[src/rtl/bcd_pkg.sv]
// rtl/bcd_pkg.sv - shared widths, state encoding and digit helper for the BCD-to-binary converter
package bcd_pkg;
   localparam int BCD_DIGITS = 3;
   localparam int BIN_W      = 10;
   localparam int SHREG_W    = 4 * BCD_DIGITS + BIN_W;
   localparam int ITER       = 10;
   localparam int CNT_W      = 4;
   localparam int BIN8_MAX   = 255;

   localparam logic [CNT_W-1:0] LAST_ITER = CNT_W'(ITER - 1);

   typedef enum logic [1:0] {
      IDLE,
      CONV,
      DONE
   } state_e;

   function automatic logic is_bcd(input logic [3:0] d);
      return d <= 4'd9;
   endfunction
endpackage

[src/rtl/bcd_nibble_adj.sv]
// rtl/bcd_nibble_adj.sv - reverse double-dabble correction: subtract 3 from a nibble that is 8 or more
module bcd_nibble_adj (
   input  logic [3:0] in_i,
   output logic [3:0] out_o
);
   assign out_o = (in_i >= 4'd8) ? (in_i - 4'd3) : in_i;
endmodule

[src/rtl/bcd_bin.sv]
// rtl/bcd_bin.sv - three-digit BCD to 10-bit binary converter, one reverse double-dabble step per clock
module bcd_bin
   import bcd_pkg::*;
(
   input  logic             clk,
   input  logic             rst,
   input  logic             start,
   input  logic [3:0]       hundreds,
   input  logic [3:0]       tens,
   input  logic [3:0]       ones,
   output logic [BIN_W-1:0] binary,
   output logic             gt255,
   output logic             err,
   output logic             busy,
   output logic             done
);
   state_e             state_q, state_d;
   logic [CNT_W-1:0]   cnt_q, cnt_d;
   logic [SHREG_W-1:0] sh_q, sh_d;
   logic [SHREG_W-1:0] sh_shift, sh_adj;
   logic [BIN_W-1:0]   bin_q, bin_d;
   logic               gt_q, gt_d;
   logic               err_q, err_d;
   logic               digits_ok;

   assign digits_ok = is_bcd(hundreds) && is_bcd(tens) && is_bcd(ones);

   // The BCD fields are corrected after the shift; the binary part passes straight through.
   assign sh_shift = sh_q >> 1;
   assign sh_adj[BIN_W-1:0] = sh_shift[BIN_W-1:0];

   for (genvar g = 0; g < BCD_DIGITS; g++) begin : g_adj
      bcd_nibble_adj u_adj (
         .in_i  (sh_shift[BIN_W + 4*g +: 4]),
         .out_o (sh_adj[BIN_W + 4*g +: 4])
      );
   end

   always_comb begin
      state_d = state_q;
      cnt_d   = cnt_q;
      sh_d    = sh_q;
      bin_d   = bin_q;
      gt_d    = gt_q;
      err_d   = err_q;
      case (state_q)
         IDLE, DONE: begin
            state_d = IDLE;
            if (start) begin
               sh_d  = {hundreds, tens, ones, {BIN_W{1'b0}}};
               cnt_d = '0;
               if (digits_ok) begin
                  state_d = CONV;
               end else begin
                  bin_d   = '0;
                  gt_d    = 1'b0;
                  err_d   = 1'b1;
                  state_d = DONE;
               end
            end
         end
         CONV: begin
            sh_d = sh_adj;
            if (cnt_q == LAST_ITER) begin
               cnt_d   = '0;
               bin_d   = sh_adj[BIN_W-1:0];
               gt_d    = sh_adj[BIN_W-1:0] > BIN_W'(BIN8_MAX);
               err_d   = 1'b0;
               state_d = DONE;
            end else begin
               cnt_d = cnt_q + 1'b1;
            end
         end
         default: state_d = IDLE;
      endcase
   end

   always_ff @(posedge clk or posedge rst) begin
      if (rst) begin
         state_q <= IDLE;
         cnt_q   <= '0;
         sh_q    <= '0;
         bin_q   <= '0;
         gt_q    <= 1'b0;
         err_q   <= 1'b0;
      end else begin
         state_q <= state_d;
         cnt_q   <= cnt_d;
         sh_q    <= sh_d;
         bin_q   <= bin_d;
         gt_q    <= gt_d;
         err_q   <= err_d;
      end
   end

   assign binary = bin_q;
   assign gt255  = gt_q;
   assign err    = err_q;
   assign busy   = (state_q == CONV);
   assign done   = (state_q == DONE);
endmodule
[config.mk]
export PLATFORM = sky130hd
export DESIGN_NAME = bcd_bin
export DESIGN_NICKNAME = d
export VERILOG_FILES = /design/src/rtl/bcd_pkg.sv /design/src/rtl/bcd_nibble_adj.sv /design/src/rtl/bcd_bin.sv
export SDC_FILE = /design/constraint.sdc
export NUM_CORES = 1
export LEC_CHECK = 0
export BUFFER_PORTS_ARGS = -buffer_cell sky130_fd_sc_hd__buf_2
export CAP_MARGIN = 40
export CORE_MARGIN = 2
export CORE_UTILIZATION = 50
export CTS_CLUSTER_DIAMETER = 30
export CTS_CLUSTER_SIZE = 14
export DETAILED_ROUTE_END_ITERATION = 16
export PLACE_DENSITY_LB_ADDON = 0.3
export RECOVER_POWER = 25
export SLEW_MARGIN = 20
export SYNTH_ARGS = -nofsm -noshare
export SYNTH_HDL_FRONTEND = slang
export SYNTH_SLANG_ARGS = --single-unit
[constraint.sdc]
create_clock -name clk -period 1.5 [get_ports clk]
set_clock_uncertainty 0.05 [all_clocks]
set_input_delay 0.075 -clock clk [delete_from_list [all_inputs] [get_ports clk]]
set_output_delay 0.075 -clock clk [all_outputs]
set_load 0.1 [all_outputs]
==> results of run 1 <==
==> stage by stage <==
step | utilization | area [um^2]
after floorplan | - | 1808
after global placement | 0.6028 | 2043
after detailed placement | 0.6028 | 2043
after CTS | 0.6674 | 2262
after global routing | 0.6800 | 2305
final | 0.6800 | 2305
==> worst min path at each step <==
stage,start,to,slack (ns),cells past startpoint
2_1_floorplan,hundreds[3],sh_q[21]$_DFFE_PP0P_,0.16,1
3_3_place_gp,rst,sh_q[11]$_DFFE_PP0P_,0.16,3
3_5_place_dp,rst,sh_q[14]$_DFFE_PP0P_,0.17,3
4_1_cts,start,state_q[0]$_DFFE_PP0N_,0.16,4
5_1_grt,start,state_q[0]$_DFFE_PP0N_,0.21,4
6_report,start,sh_q[14]$_DFFE_PP0P_,0.18,5
==> power breakdown <==
group          internal, mW  leakage, nW  total, mW  switching (mW)
clock                 0.351       0.0452      0.724           0.373
combinational         0.500        0.554       1.10           0.598
sequential             1.27        0.508       1.51           0.243
==> layer usage <==
layer	vias up	wire length [um]
met1	776	1818
li1	721	-
met5	-	0
met3	12	151
met4	0	82
met2	33	2150
==> layout by cell type, fill, tap and decap left out, types with 2 or more instances in the layout <==
cell type      count
nand2_1           35
buf_4             10
a21oi_1            5
o21ai_1           10
xnor2_1            2
o22ai_1            2
clkbuf_4           5
buf_12             3
a211oi_1           4
ha_1               6
dfrtp_1           39
mux2i_1            2
a22o_1            12
a31oi_1            5
nor2b_1            3
nand2b_1           3
dlygate4sd3_1     13
xor2_1             2
nor2_1            12
a311oi_1           2
inv_1              6
nand3_1            3
o21ai_0            8
buf_2             27
==> registers in the layout, summed over array words and instances (netlist names) <==
name and flops:
cnt_q 4, binary 10, gt255 1, sh_q 21, state_q 2, err 1
==> worst reg2reg max path: stages (launching register included) <==
cell and delay [ns]:
dfrtp_1 0.47, nand2b_4 0.14, inv_4 0.06, buf_12 0.13, buf_12 0.13, a311oi_1 0.30, nor2_1 0.09
==> repair_timing <==
action | in CTS | in global routing
buffers inserted | 0 | 3
hold buffers | 13 | 0
endpoints found under the setup margin | 1 | 25
gates resized for setup | 2 | 3
endpoints found under the hold margin | 51 | 0
==> area by class of cell <==
cell class,count,area [um^2]
Fill cell,256,1085
Tap cell,46,57.56
Multi-Input combinational cell,125,755.7
Clock inverter,3,43.79
Timing Repair Buffer,54,405.4
Sequential cell,39,975.9
Clock buffer,5,37.54
Inverter,7,28.78
==> logic make-up after synthesis <==
logic type / Yosys count / share of synthesized area
compound gates: 50 / 0.1839
xor+xnor: 4 / 0.01943
fa+ha+maj: 6 / 0.04164
buf+inv: 18 / 0.04927
flops: 39 / 0.5413
mux: 2 / 0.01110
simple gates: 63 / 0.1534
==> results.yml, run 1 <==
placement:
  dp_slack_ns: 0.04291
  port_buffers: 28
  gp_congestion: 0.7808
  dp_hpwl_mm: 2.792
  dpl.cell_count: 255
critical_path:
  worstRegToRegCells: 6
  crit_buf_inv: 1
  startpoint: "state_q[0]$_DFFE_PP0N_"
  cp_num_cells: 2
  arrival_ns: 1.38
  start_kind: "flop"
  critPathMaxFanout: 4
  critPathMaxStageDelay_ns: 0.47
  critPathCaptureType: "primary output"
  critical_path_class: "flop to primary output"
  reg2reg_to: "sh_q[17]$_DFFE_PP0P_"
  cpLargestDelayFamily: "flip-flops"
  crit_slowest_cell: "dfrtp_1"
  cp_cell_sequence: "nor2b_2 > buf_2"
  cp.required_ns: 1.37
  rrSetupSlack_ns: 0.02
  worstSetupEndpoint: "done"
  r2r_start: "state_q[0]$_DFFE_PP0N_"
global_route:
  overflow: 0
  grt_max_degree: 40
  grtUsageMet3: 0.06162
  first_global_vias: 1576
  gr-usage-met2: 0.3854
  grt_pass1_wl_mm: 7.024
  grt-busiest-layer: "met2"
  antenna_found_initial: 0
  grt_use_total: 0.2240
  met1_usage: 0.2717
synth:
  synthCells: 182
  async_flop_share: 1.000
  syn_nets: 203
  syn_area_per_cell_um2: 9.906
  synth.most_common_cell: "dfrtp_1"
  synth_ff_type: "dfrtp_1"
  synth_cell_types: 30
  synth_edf_count: 0
  netlist_top_cells_area: "dfrtp_1, nand2_1, a22o_1, ha_1, o21ai_1"
  yosys_warnings: 0
  netlist.area_leader.share: 0.5413
  synth_area_um2: 1803
  yosys-top-cells-count: "dfrtp_1, nand2_1, nor2_1"
  yosysSeqAreaShare: 0.5413
  synth_top_area_cell: "dfrtp_1"
  ys_ff_latch: 39
sta:
  finalSetupViolCount: 1
  worst_pin_slew_ns: 0.9283
  clock.fmax_mhz: 665.7
  finalSetupTns_ns: -0.002098
  relSlewSlack: 0.3811
  grt_setup_unrepaired: "yes"
  fin_hold_ws_ns: 0.1751
  setup_slack_ns: -0.002098
  fin_crit_sh: 1.001
  post-route-min-period_ns: 1.502
  slew_viol_final: 0
  hold_viol_final: 0
drt:
  drt-pass1-iter-count: 4
  ant_nets: 0
  drc: 0
  avgRoutedWirePerCell_um: 15.06
  vias: 1542
  drtIter0Drc: 61
  viasPerCell: 5.527
  finalWirelength_mm: 4.202
pwr:
  power_mw: 3.330
  powerDensity_nw_per_um2: 1445
  vdd_ir_drop_max_mv: 1.108
  leakage_nw: 1.108
cells_and_area:
  synthToLayoutAreaGrowth_pct: 27.83
  drive_above_1_share: 0.2403
  final_cells: 279
  final_nets: 253
  diodes: 0
clock_network:
  clock_sinks: 39
  clock_latency_ns: 0.36
  htreeDepth: 2
  path_clk_slew_ns: 0.12
  cts-root-buf: "clkbuf_4"
  cts_tree: "yes"
  cts_buffer_depth: 2
  numCtsBuffers: 5
run_status:
  failed_checks: "negative setup slack"
  outcome: "finished, violations left"
flow_run:
  maxCapViolCount: 0
die:
  core_um2: 3390
  die_area_um2: 4102
  die_width_um: 64.05
  num_io_pins: 29
  die_h_um: 64.05
  start_util: 0.5319
  rows: 21
min_path:
  holdCritPathClass: "primary input to flop"
No activity file was read; power rests on OpenSTA's default activity.
==> run 2: changes to the inputs <==
==> constraint.sdc (replaced) <==
create_clock -name clk -period 1.2 [get_ports clk]
set_clock_uncertainty 0.05 [all_clocks]
set_input_delay 0.06 -clock clk [delete_from_list [all_inputs] [get_ports clk]]
set_output_delay 0.06 -clock clk [all_outputs]
set_load 0.1 [all_outputs]
==> run 2 against run 1 <==
Compared with the run above:
- the run still ends with negative setup slack left
- core utilization up 12 points
- count of clock-buffer cells in the layout unchanged
- routed wire length up 13%
- die area unchanged
- cell count up 7.9%
- sequential power up 25%
- final area up 18%
- register-to-register slack worse by 0.31 ns
- power up 39%
- worst setup slack worse by 0.32 ns
- largest power group unchanged
- highest routed layer unchanged
==> results.yml, run 2 (synthesized netlist as in run 1, its figures left out) <==
pwr:
  power.share.sequential: 0.407
  powerDensity_nw_per_um2: 1706
  clockPowerShare: 0.196
  pwr-share-comb: 0.397
  leakage_nw: 1.266
  switching_power_mw: 1.693
  power_mw: 4.634
  vdd_ir_drop_max_mv: 1.212
  p_int_mw: 2.942
  swShare: 0.3653
clock_network:
  cts_tree: "yes"
  path_clk_slew_ns: 0.12
  numCtsBuffers: 5
  clock_sinks: 39
  cts-root-buf: "clkbuf_4"
  clock_latency_ns: 0.36
  cts_buffer_depth: 2
  htreeDepth: 2
sta:
  hold_viol_final: 0
  post-route-min-period_ns: 1.524
  fin_hold_ws_ns: 0.04454
  grt_setup_unrepaired: "yes"
  finalSetupTns_ns: -8.037
  clock.fmax_mhz: 656.1
  fin_crit_sh: 1.270
  setup_slack_ns: -0.3242
  relSlewSlack: 0.6414
  slew_viol_final: 0
  worst_pin_slew_ns: 0.5380
  finalSetupViolCount: 41
global_route:
  first_global_vias: 1584
  overflow: 0
  grt_use_total: 0.2465
  grt_max_degree: 40
  antenna_found_initial: 0
  grt_pass1_wl_mm: 7.576
cells_and_area:
  diodes: 0
  synthToLayoutAreaGrowth_pct: 50.66
  layout_commonest_cell: "dfrtp_1"
  regMostFlops: "sh_q"
  final_nets: 275
  drive_above_1_share: 0.4275
  layout_common_cells: "dfrtp_1, buf_4, nand2_1"
  largest_reg_flops: 21
critical_path:
  start_kind: "flop"
  cp.required_ns: 1.09
  r2r_start: "cnt_q[1]$_DFFE_PP0P_"
  arrival_ns: 1.41
  startpoint: "state_q[1]$_DFFE_PP0N_"
  critPathCaptureType: "primary output"
  critPathMaxFanout: 3
  critical_path_class: "flop to primary output"
run_status:
  failed_checks: "negative setup slack"
  outcome: "finished, violations left"
placement:
  dp_hpwl_mm: 2.784
  gp_congestion: 0.8034
  port_buffers: 28
drt:
  finalWirelength_mm: 4.735
  drtIter0Drc: 120
  drt-pass1-iter-count: 4
  avgRoutedWirePerCell_um: 15.73
  vias: 1618
  viasPerCell: 5.375
  drc: 0
  ant_nets: 0
die:
  die_h_um: 64.05
  start_util: 0.5319
  die_area_um2: 4102
  num_io_pins: 29
  core_um2: 3390
  rows: 21
  die_width_um: 64.05
flow_run:
  maxCapViolCount: 0
min_path:
  holdCritPathClass: "primary input to flop"
  hold_path.startpoint: "tens[1]"
-- run 2: final timing paths --
check	endpoint	slack, ns	cells past startpoint
worst max-delay path	busy	-0.32	6
worst min-delay path	state_q[0]$_DFFE_PP0N_	0.04	4
worst max register to register	err$_DFFE_PP0P_	-0.29	6
worst min register to register	err$_DFFE_PP0P_	0.46	1
max in group asynchronous	binary[8]$_DFFE_PP0P_	0.38	4
min in group asynchronous	cnt_q[3]$_DFFE_PP0P_	0.34	4
-- run 2: metal layers --
| layer | vias up | wire length [um] | track usage | part of all wire |
|---|---|---|---|---|
| li1 | 772 | - | - | - |
| met1 | 791 | 1936 | 0.2964 | 0.41 |
| met2 | 45 | 2541 | 0.4310 | 0.54 |
| met3 | 10 | 167 | 0.04401 | 0.035 |
| met4 | 0 | 89 | 0.1060 | 0.019 |
| met5 | - | 0 | 0 | 0 |
-- run 2: layout make-up --
| cell class | count | area, um^2 |
|---|---|---|
| Inverter | 7 | 31.28 |
| Clock inverter | 3 | 43.79 |
| Timing Repair Buffer | 74 | 664.4 |
| Clock buffer | 5 | 37.54 |
| Sequential cell | 39 | 975.9 |
| Multi-Input combinational cell | 127 | 905.9 |
| Tap cell | 46 | 57.56 |
| Fill cell | 197 | 673.1 |
-- run 2: timing repair --
action	in CTS	in global routing
pin swaps	10	16
hold buffers	13	0
buffers inserted	10	8
setup endpoints to repair	52	43
cloned	1	1
endpoints found under the hold margin	51	0
resized for setup	38	27
-- run 2: critical path, stage by stage, from the launching register on --
cell and delay, ns:
dfrtp_1 0.39, nand2b_4 0.15, buf_6 0.12, inv_6 0.05, buf_6 0.10, buf_12 0.09
buf_12 0.16
-- run 2: per-stage QoR --
step / cells / area (um^2) / worst slack, ns / util
2_1_floorplan: 182 / 1847 / -0.2443 / -
3_3_place_gp: 262 / 2143 / -0.2743 / 0.6323
3_5_place_dp: 262 / 2143 / -0.3696 / 0.6323
4_1_cts: 293 / 2554 / -0.3352 / 0.7534
5_1_grt: 301 / 2716 / -0.3925 / 0.8014
6_report: 301 / 2716 / -0.3242 / 0.8014
-- run 2: power by group through the flow --
stage | Clock, mW | Combinational (mW) | Sequential [mW]
2_1_floorplan | 0 | 1.02 | 1.82
3_3_place_gp | 0 | 1.34 | 1.85
3_5_place_dp | 0 | 1.42 | 1.87
4_1_cts | 0.920 | 1.65 | 1.86
5_1_grt | 0.987 | 2.03 | 1.93
6_report | 0.906 | 1.84 | 1.89
==> run 3: changes to the inputs <==
--- a/config.mk
+++ b/config.mk
@@ -6,9 +6,9 @@
 export NUM_CORES = 1
 export LEC_CHECK = 0
 export BUFFER_PORTS_ARGS = -buffer_cell sky130_fd_sc_hd__buf_2
-export CAP_MARGIN = 40
+export CAP_MARGIN = 15
 export CORE_MARGIN = 2
-export CORE_UTILIZATION = 50
+export CORE_UTILIZATION = 42
 export CTS_CLUSTER_DIAMETER = 30
 export CTS_CLUSTER_SIZE = 14
 export DETAILED_ROUTE_END_ITERATION = 16
==> run 3 against run 2 <==
Compared with the run above:
- the run still ends with negative setup slack left
- register-to-register slack improved by 0.11 ns
- non-clock buffer count decreased by 7
- routed wire length decreased by 13%
- via count decreased by 5.3%
- critical path depth decreased by 1
- clock power decreased by 2%
- sequential power about the same
- sequential share of layout area increased by 1.3 points
- hold slack got worse by 0.043 ns
- power decreased by 2.6%
- largest cell class unchanged
==> results.yml, run 3 (synthesized netlist as in run 1, its figures left out) <==
clock_network:
  cts-root-buf: "clkbuf_8"
  path_clk_slew_ns: 0.08
  clock_sinks: 39
  htreeDepth: 2
  numCtsBuffers: 5
  cts_tree: "yes"
  clock_latency_ns: 0.30
  cts_buffer_depth: 2
sta:
  clock.fmax_mhz: 727.1
  fin_crit_sh: 1.146
  setup_slack_ns: -0.1753
  hold_viol_final: 0
  finalSetupTns_ns: -2.791
  finalSetupViolCount: 37
  worst_pin_slew_ns: 0.5194
  relSlewSlack: 0.6537
  slew_viol_final: 0
  grt_setup_unrepaired: "yes"
  post-route-min-period_ns: 1.375
drt:
  drt-pass1-iter-count: 5
  drtIter0Drc: 102
  avgRoutedWirePerCell_um: 13.91
  viasPerCell: 5.179
  ant_nets: 0
  finalWirelength_mm: 4.118
  vias: 1533
  drc: 0
critical_path:
  startpoint: "cnt_q[1]$_DFFE_PP0P_"
  cp.required_ns: 1.35
  cp_num_cells: 5
  critical_path_class: "flop to flop"
  critPathMaxStageDelay_ns: 0.38
  critPathMaxFanout: 13
  arrival_ns: 1.52
  start_kind: "flop"
  cp_cell_sequence: "inv_1 > ha_2 > nand3b_1 > or2_4 > a21o_1"
  crit_buf_inv: 1
  critPathCaptureType: "flop"
  crit_slowest_cell: "dfrtp_1"
  r2r_start: "cnt_q[1]$_DFFE_PP0P_"
  worstRegToRegCells: 5
  cpLargestDelayFamily: "simple AND/OR/NAND/NOR gates"
flow_run:
  maxCapViolCount: 0
run_status:
  failed_checks: "negative setup slack"
  outcome: "finished, violations left"
die:
  num_io_pins: 29
  die_area_um2: 4833
  rows: 23
  die_h_um: 69.52
  die_width_um: 69.52
  core_um2: 4058
  start_util: 0.4443
cells_and_area:
  synthToLayoutAreaGrowth_pct: 45.66
  finish.utilization: 0.6472
  layout_common_cells: "dfrtp_1, nand2_1, buf_4"
  layout_commonest_cell: "dfrtp_1"
  drive_above_1_share: 0.3618
  diodes: 0
  largest_reg_flops: 21
  regMostFlops: "sh_q"
  final_nets: 266
global_route:
  grt_use_total: 0.1766
  first_global_vias: 1479
  grt_max_degree: 40
  overflow: 0
  grt_pass1_wl_mm: 6.699
  antenna_found_initial: 0
placement:
  port_buffers: 28
  dp_hpwl_mm: 2.507
  gp_congestion: 0.7749
min_path:
  hold_path_depth: 3
  hold_path.startpoint: "ones[1]"
  holdCritPathClass: "primary input to flop"
pwr:
  powerDensity_nw_per_um2: 1719
  vdd_ir_drop_max_mv: 1.065
  leakage_nw: 1.219
run 3: cell types whose count changed in the layout (fill, tap and decap cells not counted), moves of 2 or more:
| cell | delta |
|---|---|
| buf_4 | -10 |
| o21ai_1 | +9 |
| o21ai_2 | -9 |
| buf_6 | -6 |
| clkbuf_8 | +5 |
| nand2_1 | +5 |
| nand2_2 | -5 |
| buf_8 | +3 |
| dlygate4sd3_1 | -3 |
| buf_12 | +2 |
| clkbuf_4 | +2 |
| nor2_1 | -2 |
run 3: worst min-delay path: cells and delay by family:
family	cells	cell delay, ns
compound gates	2	0.15
buf+inv	1	0.09
run 3: final cells by class:
| cell class | instances | area, um^2 |
|---|---|---|
| multi-input cells | 125 | 840.8 |
| clock buffers | 6 | 72.57 |
| fillers | 312 | 1431 |
| well taps | 50 | 62.56 |
| clock inverters | 2 | 12.51 |
| flip-flops and latches | 39 | 977.2 |
| repair buffers | 67 | 629.4 |
| inverters | 7 | 31.28 |
run 3: metrics by stage:
step           cell area [um^2]  setup WS [ns]  power, mW  hold WS (ns)  cells
3_3_place_gp               2246        -0.1215      3.249       0.07821    273
6_report                   2626        -0.1753      4.514      0.001702    296
2_1_floorplan              1847        -0.2443      2.838        0.1497    182
4_1_cts                    2501        -0.1800      4.329      0.003462    292
3_5_place_dp               2246        -0.1671      3.281       0.08254    273
5_1_grt                    2626        -0.2474      4.799       0.01536    296
run 3: worst paths after layout:
kind                                          end  slack (ns)
max                               err$_DFFE_PP0P_       -0.18
min                          sh_q[11]$_DFFE_PP0P_       0.002
min reg2reg                       err$_DFFE_PP0P_        0.44
max reg2reg                       err$_DFFE_PP0P_       -0.18
max in group asynchronous  state_q[0]$_DFFE_PP0N_        0.31
min in group asynchronous   binary[1]$_DFFE_PP0P_        0.40
run 3: power by group:
part	internal [mW]	switching (mW)	total [mW]	leakage [nW]
clock network	0.406	0.484	0.890	0.0412
registers	1.58	0.283	1.87	0.507
logic	0.885	0.871	1.76	0.671
run 3: timing repair:
item / in CTS / in global routing
pin swaps: 9 / 12
cloned: 0 / 0
setup buffers: 2 / 5
resized for setup: 22 / 27
endpoints found under the hold margin: 48 / 0
setup endpoints to repair: 40 / 48
hold buffers: 10 / 0
run 3: layer usage:
| metal | track usage | share of wire | vias to the layer above |
|---|---|---|---|
| met5 | 0 | 0 | - |
| met4 | 0.1046 | 0.027 | 0 |
| met3 | 0.03924 | 0.034 | 11 |
| met2 | 0.2767 | 0.50 | 37 |
| met1 | 0.2234 | 0.44 | 734 |
| li1 | - | - | 751 |
